## src/rtl/e3_serial_sub.sv

```systemverilog
// e3_serial_sub: digit-serial Excess-3 BCD subtractor, z = x - y - bi.
// One E3 digit is handled per clock, least-significant digit first, under a
// start/busy/done handshake. The result, borrow-out and invalid-digit flag
// are published together on the cycle that done is high, and then held.
module e3_serial_sub #(
    parameter int DIGITS = 4
) (
    input  logic                  clk,
    input  logic                  rst,
    input  logic                  start,
    input  logic [4*DIGITS-1:0]   x,
    input  logic [4*DIGITS-1:0]   y,
    input  logic                  bi,
    output logic                  busy,
    output logic                  done,
    output logic [4*DIGITS-1:0]   z,
    output logic                  bo,
    output logic                  err
);

    // The digit index needs at least one bit, even when DIGITS is 1.
    localparam int IW = (DIGITS > 1) ? $clog2(DIGITS) : 1;
    localparam logic [IW-1:0] LAST_IDX = IW'(DIGITS - 1);

    typedef enum logic [1:0] {
        S_IDLE = 2'd0,
        S_RUN  = 2'd1,
        S_DONE = 2'd2
    } state_t;

    state_t state_reg, state_next;

    // Operand copies taken at accept, so x/y/bi may change during RUN.
    logic [4*DIGITS-1:0] xs_reg;
    logic [4*DIGITS-1:0] ys_reg;
    logic [4*DIGITS-1:0] res_reg;
    logic [4*DIGITS-1:0] res_next;
    logic [IW-1:0]       idx_reg;
    logic                borrow_reg;
    logic                err_acc_reg;

    // Published outputs; they change only on completion or reset.
    logic [4*DIGITS-1:0] z_reg;
    logic                bo_reg;
    logic                err_reg;

    // Per-digit views of the operand registers for the idx-selected digit.
    logic [3:0] xd [DIGITS];
    logic [3:0] yd [DIGITS];

    logic [3:0] x_dig;
    logic [3:0] y_dig;
    logic [5:0] diff;
    logic       diff_neg;
    logic [3:0] z_dig;
    logic       dig_bad;
    logic       last_dig;

    genvar gi;
    generate
        for (gi = 0; gi < DIGITS; gi++) begin : g_digit
            assign xd[gi] = xs_reg[4*gi +: 4];
            assign yd[gi] = ys_reg[4*gi +: 4];
            // Only the digit currently being processed is overwritten.
            assign res_next[4*gi +: 4] = (idx_reg == IW'(gi)) ? z_dig : res_reg[4*gi +: 4];
        end
    endgenerate

    // Per-digit E3 subtraction: a negative difference wraps by adding ten
    // (13 = 10 + 3 excess), a non-negative one just restores the excess 3.
    always_comb begin
        x_dig    = xd[idx_reg];
        y_dig    = yd[idx_reg];
        diff     = {2'b00, x_dig} - {2'b00, y_dig} - {5'b00000, borrow_reg};
        diff_neg = diff[5];
        z_dig    = diff_neg ? (diff[3:0] + 4'd13) : (diff[3:0] + 4'd3);
        dig_bad  = (x_dig < 4'h3) || (x_dig > 4'hC) || (y_dig < 4'h3) || (y_dig > 4'hC);
        last_dig = (idx_reg == LAST_IDX);
    end

    // State register.
    always_ff @(posedge clk) begin
        if (rst) begin
            state_reg <= S_IDLE;
        end else begin
            state_reg <= state_next;
        end
    end

    // Next-state logic: start is honoured only in IDLE; DONE lasts one cycle.
    always_comb begin
        state_next = state_reg;
        case (state_reg)
            S_IDLE:  if (start) state_next = S_RUN;
            S_RUN:   if (last_dig) state_next = S_DONE;
            S_DONE:  state_next = S_IDLE;
            default: state_next = S_IDLE;
        endcase
    end

    // Handshake outputs decoded straight from the state.
    always_comb begin
        busy = 1'b0;
        done = 1'b0;
        case (state_reg)
            S_RUN:   busy = 1'b1;
            S_DONE:  done = 1'b1;
            default: begin
                busy = 1'b0;
                done = 1'b0;
            end
        endcase
    end

    // Datapath: capture at accept, one digit per RUN cycle, publish on the last.
    always_ff @(posedge clk) begin
        if (rst) begin
            xs_reg      <= '0;
            ys_reg      <= '0;
            res_reg     <= '0;
            idx_reg     <= '0;
            borrow_reg  <= 1'b0;
            err_acc_reg <= 1'b0;
            z_reg       <= '0;
            bo_reg      <= 1'b0;
            err_reg     <= 1'b0;
        end else begin
            case (state_reg)
                S_IDLE: begin
                    if (start) begin
                        xs_reg      <= x;
                        ys_reg      <= y;
                        borrow_reg  <= bi;
                        err_acc_reg <= 1'b0;
                        idx_reg     <= '0;
                        res_reg     <= '0;
                    end
                end
                S_RUN: begin
                    res_reg     <= res_next;
                    borrow_reg  <= diff_neg;
                    err_acc_reg <= err_acc_reg | dig_bad;
                    if (last_dig) begin
                        idx_reg <= '0;
                        z_reg   <= res_next;
                        bo_reg  <= diff_neg;
                        err_reg <= err_acc_reg | dig_bad;
                    end else begin
                        idx_reg <= idx_reg + 1'b1;
                    end
                end
                default: begin
                end
            endcase
        end
    end

    assign z   = z_reg;
    assign bo  = bo_reg;
    assign err = err_reg;

endmodule
```

## config.mk

```make
export PLATFORM = sky130hd
export DESIGN_NAME = e3_serial_sub
export DESIGN_NICKNAME = d
export VERILOG_FILES = /design/src/rtl/e3_serial_sub.sv
export SDC_FILE = /design/constraint.sdc
export NUM_CORES = 1
export LEC_CHECK = 0
export CAP_MARGIN = 40
export CORE_UTILIZATION = 50
export DETAILED_ROUTE_END_ITERATION = 10
export PLACE_DENSITY = 0.77
export REMOVE_ABC_BUFFERS = 1
export SYNTH_ARGS = -nofsm -noshare
export SYNTH_HDL_FRONTEND = slang
export SYNTH_SLANG_ARGS = --single-unit
export TNS_END_PERCENT = 20
```

## constraint.sdc

```tcl
create_clock -name clk -period 5.07 [get_ports clk]
set_input_delay 0.7605 -clock clk [delete_from_list [all_inputs] [get_ports clk]]
set_output_delay 0.7605 -clock clk [all_outputs]
set_load 0.005 [all_outputs]
```

==> flow_summary.yaml <==
outcome:
  status: "finished, violations left"
  violations: "DRC"
routing:
  wl_um: 7460
  drt_iter0_markers: 195
  ant_nets: 0
  dr.pass1.iters: 8
  via_per_inst: 5.598
  wl_per_cell_um: 14.63
  num_vias: 2855
  post-route-drc-count: 2
sta:
  max_slew_margin: 0.6087
  slew_viol_final: 0
  min_period_ns: 4.443
  clock_skew_ns: 0.01104
  setup_viol: 0
  grt_setup_unrepaired: "no"
  fin_crit_sh: 0.8762
  setup_slack_ns: 0.6275
  hold_viol: 0
  whs_ns: 0.4573
  fmax_ghz: 0.2251
  worst_pin_slew_ns: 0.5850
  finalSetupTns_ns: 0
clocking:
  root_buffer: "clkbuf_8"
  hold_buffers: 0
  cts-htree-levels: 3
  postCtsResizedCells: 0
  clock_path_buffers: 2
  cts.clk_slew.worst_paths_ns: 0.08
  cts_setup_buffers: 0
  clock_latency_ns: 0.36
  cts_tree: "done"
  cts_num_sinks: 68
  numCtsBuffers: 9
yosys:
  ys_types: 47
  synth_area_per_cell_um2: 8.482
  synth_flop_cell: "dfxtp_1"
  yosysWarnings: 0
  synth_top_cell_by_area: "dfxtp_1"
  synth.area.top_cells: "dfxtp_1 42%, nand2_1 10%, a21oi_1 6.9%"
  async_flop_share: 0
  synth_top_area_share: 0.4169
  synthesis.area_um2: 3266
  yosysSeqAreaShare: 0.4169
  ys_ff_latch: 68
  synth_edf_count: 0
  syn_inst: 385
final_layout:
  drive_above_1_share: 0.08314
  postLayoutCoreUtil: 0.6514
  fin_area_um2: 4113
  nNetsFinal: 476
  antennaDiodeCount: 0
  area_growth_pct: 25.94
  fillCellCount: 530
  finalNonFillerCells: 510
floorplanning:
  die_width_um: 82.82
  initial_core_util: 0.5172
  die_area_um2: 6858
  io_pins: 56
  rows: 29
  core_area_um2: 6314
  die_h_um: 82.82
hold_path:
  hold_path.class: "reg2reg"
place:
  detailed_place.area_um2: 3842
  dp.cells: 494
  dp_hpwl_um: 5207
  gp_congestion: 0.8390
  dp_slack_ns: 0.6229
  port_buffers: 55
pwr:
  leakage_nw: 1.574
  power.internal_mw: 1.087
  powerDensity_nw_per_um2: 377.1
  fin_total_pwr_mw: 1.551
  sw_frac_of_total: 0.2993
  switchingPower_uw: 464.1
  seqPwrFrac: 0.371
  comb_power_share: 0.238
  vdd_drop_max_mv: 0.2205
  clkPwrFrac: 0.390
setup_path:
  cp.arrival_ns: 4.69
  critPathCaptureType: "flop"
  path_max_fanout: 8
  worst_ep_required_time_ns: 5.32
  startpoint_type: "flop"
  path_class: "reg2reg"
grt:
  grt_max_degree: 44
  grt_antenna_before_repair: 0
  grt-ovfl-total: 0
  grtUsageTotal: 0.2266
  grt_pass1_vias: 2733
  grt_pass1_wl_um: 12560
run:
  drv_cap: 0
[cells in the mapped netlist, drive strengths merged, types with 2 or more instances]
master,count
nand2b,3
nand4,5
a211oi,5
and2,2
nand3b,7
mux2i,8
o211ai,4
a22o,3
xor2,5
nand2,90
inv,13
or2,2
nand3,4
a32o,3
clkbuf,20
dfxtp,68
nor2,25
o31ai,3
ha,11
a211o,3
o21ai,16
nor2b,2
mux4,8
a21oi,46
a32oi,6
buf,8
[worst paths after layout]
kind,startpoint,endpoint,slack [ns],cells after the start
setup / recovery,idx_reg[0],z[14],0.63,13
setup reg to reg,idx_reg[0],z[14],0.63,13
hold / removal,z[15],z[15],0.46,2
hold reg to reg,z[15],z[15],0.46,2
[cell type report]
| type | instances | area [um2] | area share |
|---|---|---|---|
| clock inverter | 7 | 146.4 | 0.03559 |
| tap | 77 | 96.34 | 0.02343 |
| clock buffer | 9 | 123.9 | 0.03012 |
| inverter | 13 | 48.80 | 0.01186 |
| sequential | 68 | 1361 | 0.3310 |
| timing repair buffer | 60 | 598.1 | 0.1454 |
| multi-input combinational | 276 | 1738 | 0.4226 |
[power groups by stage]
| stage | sequential (mW) | combinational [mW] | clock (mW) |
|---|---|---|---|
| after floorplan | 0.584 | 0.253 | 0 |
| after global placement | 0.588 | 0.351 | 0 |
| after detailed placement | 0.588 | 0.363 | 0 |
| after CTS | 0.576 | 0.368 | 0.609 |
| after global routing | 0.579 | 0.407 | 0.631 |
| final | 0.576 | 0.370 | 0.605 |
[per-layer routing]
| metal | wire length [um] | up-vias | global-route usage |
|---|---|---|---|
| met1 | 3484 | 1334 | 0.2938 |
| met3 | 386 | 11 | 0.05964 |
| met5 | 0 | - | 0 |
| met4 | 106 | 0 | 0.08150 |
| met2 | 3483 | 91 | 0.3644 |
| li1 | - | 1419 | - |
[layout by cell type, fill, tap and decap left out, types with 4 or more instances in the layout]
cell type,instances
nand2_1,90
mux4_2,8
bufinv_16,4
nor2_1,25
a32oi_1,6
dfxtp_1,68
nand4_1,5
a21oi_1,45
o211ai_1,4
inv_1,13
clkdlybuf4s50_1,54
a211oi_1,5
nand3b_1,7
ha_1,11
o21ai_0,13
nand3_1,4
mux2i_1,8
xor2_1,5
clkbuf_8,9
[logic make-up after synthesis]
family | count (synthesis) | share of synthesized area
compound gates | 97 | 0.1912
xor+xnor | 6 | 0.02031
fa+ha+maj | 12 | 0.04828
buf+inv | 41 | 0.05096
flops | 68 | 0.4169
mux | 16 | 0.07969
simple gates | 145 | 0.1927
[worst max-delay path, stage by stage (launching register included)]
cell	delay, ns
dfxtp_1	0.51
buf_4	0.25
mux4_2	0.54
inv_1	0.09
ha_1	0.19
fa_1	0.27
xor2_1	0.35
nand3_1	0.19
o21ai_0	0.40
xor2_1	0.13
ha_1	0.21
or4b_1	0.67
and2_4	0.23
a221o_1	0.30
No activity file was read; power rests on OpenSTA's default activity.
